<file path="src/rtl/mem_port_arbiter_if.sv">
// External memory port bundle: the arbiter is the master, the memory model/controller the slave.
// Handshake: mem_req with mem_we/mem_addr/mem_wdata stays stable until mem_ack; mem_ack and mem_rdata count only while mem_req is high.
interface mem_port_arbiter_if #(
  parameter int ADDR_W = 32,
  parameter int DATA_W = 32
);
  logic              mem_req;
  logic              mem_we;
  logic [ADDR_W-1:0] mem_addr;
  logic [DATA_W-1:0] mem_wdata;
  logic [DATA_W-1:0] mem_rdata;
  logic              mem_ack;

  modport master (
    output mem_req, mem_we, mem_addr, mem_wdata,
    input  mem_rdata, mem_ack
  );

  modport slave (
    input  mem_req, mem_we, mem_addr, mem_wdata,
    output mem_rdata, mem_ack
  );
endinterface

</file>
<file path="src/rtl/mem_port_arbiter.sv">
// Shares one memory port between instruction fetch and data load/store, with
// address checks, round-robin tie-breaking and a watchdog that turns a hung access into a fault.
module mem_port_arbiter #(
  parameter int                ADDR_W      = 32,
  parameter int                DATA_W      = 32,
  parameter logic [ADDR_W-1:0] INSTR_LIMIT = 32'h0000_FFFC,
  parameter logic [ADDR_W-1:0] DATA_BASE   = 32'h0001_0000,
  parameter logic [ADDR_W-1:0] DATA_LIMIT  = 32'h0001_FFFC,
  parameter int                TIMEOUT     = 255
) (
  input  logic              clk,
  input  logic              reset,
  input  logic              instr_req,
  input  logic [ADDR_W-1:0] instr_addr,
  output logic [DATA_W-1:0] instr_rdata,
  output logic              wait_instr,
  output logic              instr_segv,
  input  logic              data_ld,
  input  logic              data_st,
  input  logic [ADDR_W-1:0] data_addr,
  input  logic [DATA_W-1:0] data_wdata,
  output logic [DATA_W-1:0] data_rdata,
  output logic              wait_data,
  output logic              data_segv,
  mem_port_arbiter_if.master mem,
  output logic [2:0]        dbg_state
);

  localparam int            CW = $clog2(TIMEOUT + 1);
  localparam logic [CW-1:0] TO = CW'(TIMEOUT);

  typedef enum logic [2:0] {
    IDLE   = 3'd0,
    CHECK  = 3'd1,
    MEM    = 3'd2,
    DONE_I = 3'd3,
    DONE_D = 3'd4
  } state_t;

  state_t            state, state_n;
  logic [ADDR_W-1:0] addr_q;
  logic [DATA_W-1:0] wdata_q;
  logic              we_q;
  logic              grant_data_q;
  logic              both_q;
  logic              last_data_q;
  logic [CW-1:0]     cnt_q;

  logic data_any, any_req, grant_data, fault_chk, timed_out;
  logic mem_req_c, segv_c;

  assign data_any   = data_ld | data_st;
  assign any_req    = instr_req | data_any;
  // On a tie the requester that did not win last time is served.
  assign grant_data = data_any & (~instr_req | ~last_data_q);
  assign timed_out  = (cnt_q == TO);

  assign fault_chk = (addr_q[1:0] != 2'b00)
                   | (~grant_data_q & (addr_q > INSTR_LIMIT))
                   | (grant_data_q & ((addr_q < DATA_BASE) | (addr_q > DATA_LIMIT) | both_q));

  always_ff @(posedge clk) begin
    if (reset) state <= IDLE;
    else       state <= state_n;
  end

  always_comb begin
    state_n   = state;
    mem_req_c = 1'b0;
    segv_c    = 1'b0;
    case (state)
      IDLE:  if (any_req) state_n = CHECK;
      CHECK: begin
        if (fault_chk) begin
          segv_c  = 1'b1;
          state_n = IDLE;
        end else begin
          state_n = MEM;
        end
      end
      MEM: begin
        // The watchdog cycle itself has mem_req low, so a late ack there is ignored.
        if (timed_out) begin
          segv_c  = 1'b1;
          state_n = IDLE;
        end else begin
          mem_req_c = 1'b1;
          if (mem.mem_ack) state_n = grant_data_q ? DONE_D : DONE_I;
        end
      end
      DONE_I, DONE_D: state_n = IDLE;
      default:        state_n = IDLE;
    endcase
  end

  always_ff @(posedge clk) begin
    if (reset) begin
      addr_q       <= '0;
      wdata_q      <= '0;
      we_q         <= 1'b0;
      grant_data_q <= 1'b0;
      both_q       <= 1'b0;
      last_data_q  <= 1'b0;
      cnt_q        <= '0;
      instr_rdata  <= '0;
      data_rdata   <= '0;
    end else begin
      if (state == IDLE && any_req) begin
        grant_data_q <= grant_data;
        last_data_q  <= grant_data;
        addr_q       <= grant_data ? data_addr : instr_addr;
        wdata_q      <= grant_data ? data_wdata : '0;
        we_q         <= grant_data & data_st;
        both_q       <= grant_data & data_ld & data_st;
      end
      if (state == CHECK)
        cnt_q <= '0;
      else if (state == MEM && !mem.mem_ack && !timed_out)
        cnt_q <= cnt_q + 1'b1;
      if (mem_req_c && mem.mem_ack) begin
        if (!grant_data_q)  instr_rdata <= mem.mem_rdata;
        else if (!we_q)     data_rdata  <= mem.mem_rdata;
      end
    end
  end

  assign mem.mem_req   = mem_req_c;
  assign mem.mem_we    = we_q;
  assign mem.mem_addr  = addr_q;
  assign mem.mem_wdata = wdata_q;

  assign instr_segv = segv_c & ~grant_data_q;
  assign data_segv  = segv_c &  grant_data_q;
  assign wait_instr = instr_req & (state != DONE_I) & ~instr_segv;
  assign wait_data  = data_any  & (state != DONE_D) & ~data_segv;
  assign dbg_state  = state;

endmodule

</file>
<file path="src/flat_wrapper.sv">
// flat-port wrapper written by rule: the top's interface ports become plain ports
module mem_port_arbiter_flat 
#(
  parameter int                ADDR_W      = 32,
  parameter int                DATA_W      = 32,
  parameter logic [ADDR_W-1:0] INSTR_LIMIT = 32'h0000_FFFC,
  parameter logic [ADDR_W-1:0] DATA_BASE   = 32'h0001_0000,
  parameter logic [ADDR_W-1:0] DATA_LIMIT  = 32'h0001_FFFC,
  parameter int                TIMEOUT     = 255
)
  (clk, reset, instr_req, instr_addr, instr_rdata, wait_instr, instr_segv, data_ld, data_st, data_addr, data_wdata, data_rdata, wait_data, data_segv, dbg_state, mem_mem_req, mem_mem_we, mem_mem_addr, mem_mem_wdata, mem_mem_rdata, mem_mem_ack);
  mem_port_arbiter_if #(.ADDR_W(ADDR_W), .DATA_W(DATA_W)) mem_i ();
  input  logic clk;
  input  logic reset;
  input  logic instr_req;
  input  logic [ADDR_W-1:0] instr_addr;
  output logic [DATA_W-1:0] instr_rdata;
  output logic wait_instr;
  output logic instr_segv;
  input  logic data_ld;
  input  logic data_st;
  input  logic [ADDR_W-1:0] data_addr;
  input  logic [DATA_W-1:0] data_wdata;
  output logic [DATA_W-1:0] data_rdata;
  output logic wait_data;
  output logic data_segv;
  output logic [2:0] dbg_state;
  output wire logic [$bits(mem_i.mem_req)-1:0] mem_mem_req;
  output wire logic [$bits(mem_i.mem_we)-1:0] mem_mem_we;
  output wire logic [$bits(mem_i.mem_addr)-1:0] mem_mem_addr;
  output wire logic [$bits(mem_i.mem_wdata)-1:0] mem_mem_wdata;
  input wire logic [$bits(mem_i.mem_rdata)-1:0] mem_mem_rdata;
  input wire logic [$bits(mem_i.mem_ack)-1:0] mem_mem_ack;
  assign mem_mem_req = mem_i.mem_req;
  assign mem_mem_we = mem_i.mem_we;
  assign mem_mem_addr = mem_i.mem_addr;
  assign mem_mem_wdata = mem_i.mem_wdata;
  assign mem_i.mem_rdata = mem_mem_rdata;
  assign mem_i.mem_ack = mem_mem_ack;
  mem_port_arbiter #(.ADDR_W(ADDR_W), .DATA_W(DATA_W), .INSTR_LIMIT(INSTR_LIMIT), .DATA_BASE(DATA_BASE), .DATA_LIMIT(DATA_LIMIT), .TIMEOUT(TIMEOUT)) u_core (.clk(clk), .reset(reset), .instr_req(instr_req), .instr_addr(instr_addr), .instr_rdata(instr_rdata), .wait_instr(wait_instr), .instr_segv(instr_segv), .data_ld(data_ld), .data_st(data_st), .data_addr(data_addr), .data_wdata(data_wdata), .data_rdata(data_rdata), .wait_data(wait_data), .data_segv(data_segv), .mem(mem_i), .dbg_state(dbg_state));
endmodule
</file>
<file path="config.mk">
export PLATFORM = sky130hd
export DESIGN_NAME = mem_port_arbiter_flat
export DESIGN_NICKNAME = d
export VERILOG_FILES = /design/src/rtl/mem_port_arbiter_if.sv /design/src/rtl/mem_port_arbiter.sv /design/src/flat_wrapper.sv
export SDC_FILE = /design/constraint.sdc
export NUM_CORES = 1
export LEC_CHECK = 0
export ABC_AREA = 1
export CELL_PAD_IN_SITES_DETAIL_PLACEMENT = 0
export CELL_PAD_IN_SITES_GLOBAL_PLACEMENT = 1
export CORE_MARGIN = 4
export CORE_UTILIZATION = 29
export DETAILED_ROUTE_END_ITERATION = 10
export PLACE_DENSITY = 0.88
export SLEW_MARGIN = 5
export SYNTH_ARGS = -nofsm -noshare
export SYNTH_HDL_FRONTEND = slang
export SYNTH_SLANG_ARGS = --single-unit
</file>
<file path="constraint.sdc">
create_clock -name clk -period 1.84 [get_ports clk]
set_clock_uncertainty 0.15 [all_clocks]
set_input_delay 0.368 -clock clk [delete_from_list [all_inputs] [get_ports clk]]
set_output_delay 0.368 -clock clk [all_outputs]
set_load 0.005 [all_outputs]
</file>
Word level (Yosys, flattened, before mapping)

Cells that the tools add are included.
Widths: inputs -> output; s select.

Register bits after elaboration: 142
Input port bits: 134
Output and inout port bits: 137
Word-level logic and storage cells: 69

Add/subtract/negate cells: 1
Order comparisons: 3
Eq/ne operators: 7
Muxes and demuxes: 13
Bitwise operators: 24
Reductions and logical operators: 12

Operators by type and width:

| operator             | number |
|---|---|
| $mux 32              | 2 |
| $gt 32x16->1 const B | 1 |
| $gt 32x17->1 const B | 1 |
| $lt 32x17->1 const B | 1 |
| $and 1x1->1          | 12 |
| $mux 3               | 4 |
| $pmux 3 s3           | 1 |
| $add 8x1->8 const B  | 1 |
| $eq 8x8->1 const B   | 1 |
| $or 1x1->1           | 7 |
| $ne 3x2->1 const B   | 2 |
| $not 1->1            | 5 |
| $logic_and 1x1->1    | 4 |
| $mux 1               | 4 |
| $reduce_and 2->1     | 2 |
| $eq 3x1->1 const B   | 1 |
| $eq 3x2->1 const B   | 1 |
| $logic_not 3->1      | 1 |
| $ne 3x3->1 const B   | 1 |
| $reduce_and 3->1     | 1 |
| $logic_not 1->1      | 2 |
| $mux 2               | 1 |
| $ne 2x1->1 const B   | 1 |
| $pmux 1 s2           | 1 |
| other kinds (2)      | 2 |

Logic depth before layout (Yosys ltp)

Gate-level depths: netlist of run 1.

Depth after elaboration: 10
Gate-level depth with buffers: 11
Depth with buffers taken out: 10

Worst setup path after synthesis of run 1

No wires, ideal clock.

Path type: register to register
From: register u_core.cnt_q[0]
To: register u_core.instr_rdata[13]
Library setup time: 0.132 ns
Arrival: 1.352 ns
Data required time: 1.558 ns
Slack: 0.205 ns
Stages on the path, launching flop included: 11
Path buffers: 2
Clock period less this slack: 1.635 ns
Path through: dfxtp_1 ha_1 nand2_1 nor2_2 nand2_1 nand2_2 inv_2 buf_6 buf_4 nand4_1 a21oi_1

Word-level cells in the longest chain between the ends: 5

Ends and longest elaborated chain:

| what                              | line                    | source |
|---|---|---|
| from (decl)                       | mem_port_arbiter.sv:47  | `logic [CW-1:0] cnt_q;` |
| from (signal assigned)            | mem_port_arbiter.sv:119 | `cnt_q <= cnt_q + 1'b1;` |
| $eq 8x8->1                        | mem_port_arbiter.sv:56  | `assign timed_out = (cnt_q == TO);` |
| $mux 1                            | mem_port_arbiter.sv:83  | `if (timed_out) begin` |
| $mux 1                            | mem_port_arbiter.sv:71  | `case (state)` |
| $logic_and 1x1->1                 | mem_port_arbiter.sv:120 | `if (mem_req_c && mem.mem_ack) begin` |
| $reduce_and 2->1 (no source line) | --                      |  |
| to (signal assigned)              | mem_port_arbiter.sv:121 | `if (!grant_data_q) instr_rdata <= mem.mem_rdata;` |
| to (decl)                         | mem_port_arbiter.sv:15  | `output logic [DATA_W-1:0] instr_rdata,` |

No other way between the ends.
A chain may end at the register's enable or synchronous reset.

Worst setup path after layout of run 1

From: register u_core.addr_q[0], in the netlist u_core.mem.mem_addr[0]
To: output port wait_instr

Word-level cells in the longest chain between the ends: 10
Elaborated cells between the ends (all ways): 15
Those cells by class: order compare (3); mux (2); bitwise (9); reduce/logical (1)

Ends and longest elaborated chain:

| what                                         | line                    | source |
|---|---|---|
| from (decl)                                  | mem_port_arbiter.sv:41  | `logic [ADDR_W-1:0] addr_q;` |
| from (signal assigned)                       | mem_port_arbiter.sv:111 | `addr_q <= grant_data ? data_addr : instr_addr;` |
| $lt 32x17->1 or $gt 32x17->1 (tied branches) | mem_port_arbiter.sv:60  | `\| (grant_data_q & ((addr_q < DATA_BASE) \| (addr_q > DATA_LIMIT) \| both_q));` |
| $or 1x1->1 (2 in series)                     | mem_port_arbiter.sv:60  |  |
| $and 1x1->1                                  | mem_port_arbiter.sv:60  |  |
| $or 1x1->1 (*)                               | mem_port_arbiter.sv:60  |  |
| $mux 1 (*)                                   | mem_port_arbiter.sv:74  | `if (fault_chk) begin` |
| $pmux 1 s2 (*)                               | mem_port_arbiter.sv:71  |  |
| $and 1x1->1 (*)                              | mem_port_arbiter.sv:132 | `assign instr_segv = segv_c & ~grant_data_q;` |
| $not 1->1 (*)                                | mem_port_arbiter.sv:134 | `assign wait_instr = instr_req & (state != DONE_I) & ~instr_segv;` |
| $and 1x1->1 (*)                              | mem_port_arbiter.sv:134 |  |
| to (decl)                                    | flat_wrapper.sv:18      | `output logic wait_instr;` |

Every way passes the cells marked *; elsewhere a longest branch is shown, timed or not.

==> flow_summary.ini, run 1 <==
[setup_path]
worstSetupStartpointType = register
crit_required_ps = 1320
slowest_stage = dfxtp_1
worstPathMaxFanout = 2
worstSetupPathType = register to output pin
reg2reg_depth = 12
crit_end = wait_instr
r2r_end = u_core.data_rdata[24]
r2r-start = u_core.cnt_q[1]
worst_setup_path_end_kind = output pin
critPathLaunch = u_core.mem.mem_addr[0]
ff2ff_setup_slack_ps = -60
arrival_ps = 1590
max_stage_delay_ps = 310
crit_chain = nor2_1, nand2_1, nor2_1, nand3_2, nand2_2, nand2_2, a21oi_2, buf_2

[floorplan]
core-area_mm2 = 0.0196
die_h_um = 149
initial_core_util_pct = 29.6
io_pins = 271
die_x_um = 149
die_area_mm2 = 0.0223
num_rows = 51

[layout]
num-nets-final = 1218
area_growth_syn_to_layout_pct = 92.6
seq_area_mm2 = 0.00290
multiInputGateArea_mm2 = 0.00318
finalNonFillerCells = 1360
final_common_cell = clkdlybuf4s50_1
final_layout_size_suffix_gt1_share_pct = 31.1
diodes = 0
mostFrequentLayoutCells = 198 x clkdlybuf4s50_1, 128 x nand2_1, 114 x a21oi_1
fillCellCount = 1735
utilization_pct = 57.0

[timing]
slew_violations = 0
slew_headroom_pct = 59.2
fin_crit_sh_pct = 115
final-hold-violation-count = 0
setup_viol = 39
worstMarginPinSlew_ps = 613
fin_ws_ps = -269
tns_ps = -2270
min_period_ps = 2110
rsz0062_at_grt = yes
max_freq_mhz = 474
whs_ps = 301

[clock_network]
clk_path_buf_depth = 2
ctsRootBufferMaster = clkbuf_16
path_clk_slew_ps = 60
clkLatencyLatePin_ps = 410
clock-sinks = 142
h-tree-depth = 4
cts_tree = built
cts_hold_buf = 0
numCtsBuffers = 17

[synthesis]
syn_avg_cell_area_um2 = 7.74
yosysSeqAreaShare_pct = 49.0
syn_nets = 884
syn_area_mm2 = 0.00580
yosys_warnings = 0
synth.distinct_cells = 33
synthCells = 749
synth_seq_cells = 142

[place]
port_buffers = 270
numPlacedInstances = 1300
dp_hpwl_um = 15000
place_congestion = 0.799

[power_and_ir_drop]
p_int_mw = 6.38
powerDensity_mw_per_mm2 = 764
switching_share_pct = 25.2
cellLeakagePower_nw = 4.85
power_frac_clock_pct = 44.8
p_sw_mw = 2.15
total_power_mw = 8.53
seq_power_share_pct = 38.6
combPwrFrac_pct = 16.6
ir_drop_mv = 0.651

[detailed_routing]
wl_per_cell_um = 17.7
drc = 0
drtAntennaViolNets = 0
initialDrtViolationCount = 345
via_per_inst = 4.90
vias = 6666
drt_wl_total_um = 24100
dr.pass1.iters = 5

[status]
violations = negative setup slack
status = complete, but fails checks

[min_path]
hold_class = register to register

[global_route]
antenna_found_initial = 0
grt_use_total_pct = 19.2
grt_max_degree = 100
overflow = 0
grt_pass1_vias = 6231
grt_pass1_wl_um = 34000

[flow_run]
cap_violations = 0
==> power groups by stage <==
stage | Clock [mW] | Sequential [mW] | Combinational [mW]
6_report | 3.82 | 3.29 | 1.42
5_1_grt | 4.03 | 3.31 | 1.54
3_5_place_dp | 0 | 3.35 | 1.37
4_1_cts | 3.87 | 3.29 | 1.35
2_1_floorplan | 0 | 3.36 | 0.495
3_3_place_gp | 0 | 3.35 | 1.37
==> sequential cells by signal, indices dropped and copies added, names as in the netlist <==
name / count
u_core.mem.mem_wdata: 32
u_core.mem.mem_we: 1
u_core.data_rdata: 32
u_core.both_q: 1
u_core.cnt_q: 8
u_core.dbg_state: 3
u_core.last_data_q: 1
u_core.mem.mem_addr: 32
u_core.instr_rdata: 32
==> metal layers <==
metal	track usage, %	vias up	routed length, um
met4	4.81	0	425
met5	0	-	0
met1	24.0	3106	9840
li1	-	3238	-
met2	31.9	293	11800
met3	6.81	29	1990
==> worst min path at each step <==
stage	startpoint	endpoint	slack (ps)	depth (start not counted)
after floorplan	u_core.both_q	u_core.both_q	290	2
after global placement	u_core.data_rdata[20]	u_core.data_rdata[20]	300	2
after detailed placement	u_core.data_rdata[16]	u_core.data_rdata[16]	300	2
after CTS	reset	u_core.cnt_q[7]	300	4
after global routing	u_core.instr_rdata[27]	u_core.instr_rdata[27]	310	2
final	u_core.instr_rdata[27]	u_core.instr_rdata[27]	300	2
==> through the flow <==
stage	setup slack, ps	cell area (um^2)
6_report	-269	11200
5_1_grt	-414	11200
4_1_cts	-324	10100
3_5_place_dp	-554	9130
3_3_place_gp	-565	9130
2_1_floorplan	205	5800
==> worst max-delay path: cells and delay by family (launching register included) <==
| kind | cells | cell delay, ps |
|---|---|---|
| compound gates | 1 | 150 |
| buf+inv | 1 | 160 |
| flops | 1 | 310 |
| simple gates | 6 | 570 |
==> final cells by class <==
| cell class | instances | area share [%] |
|---|---|---|
| Timing Repair Buffer | 377 | 36.0 |
| Clock inverter | 13 | 1.90 |
| Sequential cell | 142 | 26.0 |
| Inverter | 24 | 0.896 |
| Multi-Input combinational cell | 521 | 28.4 |
| Clock buffer | 18 | 3.84 |
| Tap cell | 265 | 2.97 |
==> Yosys cell counts, drive strengths merged <==
library cell	n	area share, %
buf	45	5.1
nor2	25	2.0
ha	1	0.22
o31ai	1	0.13
a21oi	173	15
nand2	194	13
inv	23	1.5
clkbuf	17	1.1
nand3b	1	0.13
nor4	1	0.11
nand4	66	7.4
and3	1	0.11
o21a	1	0.13
xor2	1	0.15
or2	1	0.11
nand3	14	1.4
clkinv	1	0.065
nor3	1	0.086
o21ai	39	3.4
and2	1	0.11
dfxtp	142	49
==> what timing repair did <==
| action | in CTS | in global routing |
|---|---|---|
| pin swaps | 12 | 45 |
| cloned | 6 | 10 |
| endpoints found under the setup margin | 128 | 148 |
| endpoints found under the hold margin | 0 | 0 |
| resized for setup | 87 | 265 |
| buffers inserted | 6 | 9 |
==> cell families (layout without fill, tap and decap cells) <==
kind of cell / after synthesis / count (layout) / share of synthesized area (%)
flip-flops: 142 / 142 / 49.0
AO/OA/AOI/OAI: 214 / 214 / 18.8
buffers and inverters: 86 / 432 / 7.79
XOR/XNOR: 1 / 1 / 0.151
adder cells (fa/ha/maj): 1 / 1 / 0.216
AND/OR/NAND/NOR: 305 / 305 / 24.0
Note: power is estimated with default switching activity, not from simulation.
==> run 2, diff against run 1 <==
--- a/config.mk
+++ b/config.mk
@@ -6,6 +6,7 @@
 export NUM_CORES = 1
 export LEC_CHECK = 0
 export ABC_AREA = 1
+export ABC_CLOCK_PERIOD_IN_PS = 1840
 export CELL_PAD_IN_SITES_DETAIL_PLACEMENT = 0
 export CELL_PAD_IN_SITES_GLOBAL_PLACEMENT = 1
 export CORE_MARGIN = 4
==> results of run 2 <==
No change in the layout: final DEF, timing and power equal those of run 1.
==> run 3, diff against run 2 <==
--- a/config.mk
+++ b/config.mk
@@ -7,13 +7,13 @@
 export LEC_CHECK = 0
 export ABC_AREA = 1
 export ABC_CLOCK_PERIOD_IN_PS = 1840
+export CAP_MARGIN = 40
 export CELL_PAD_IN_SITES_DETAIL_PLACEMENT = 0
 export CELL_PAD_IN_SITES_GLOBAL_PLACEMENT = 1
 export CORE_MARGIN = 4
 export CORE_UTILIZATION = 29
 export DETAILED_ROUTE_END_ITERATION = 10
 export PLACE_DENSITY = 0.88
-export SLEW_MARGIN = 5
 export SYNTH_ARGS = -nofsm -noshare
 export SYNTH_HDL_FRONTEND = slang
 export SYNTH_SLANG_ARGS = --single-unit
==> results of run 3 <==
No change in the layout: final DEF, timing and power equal those of run 1.
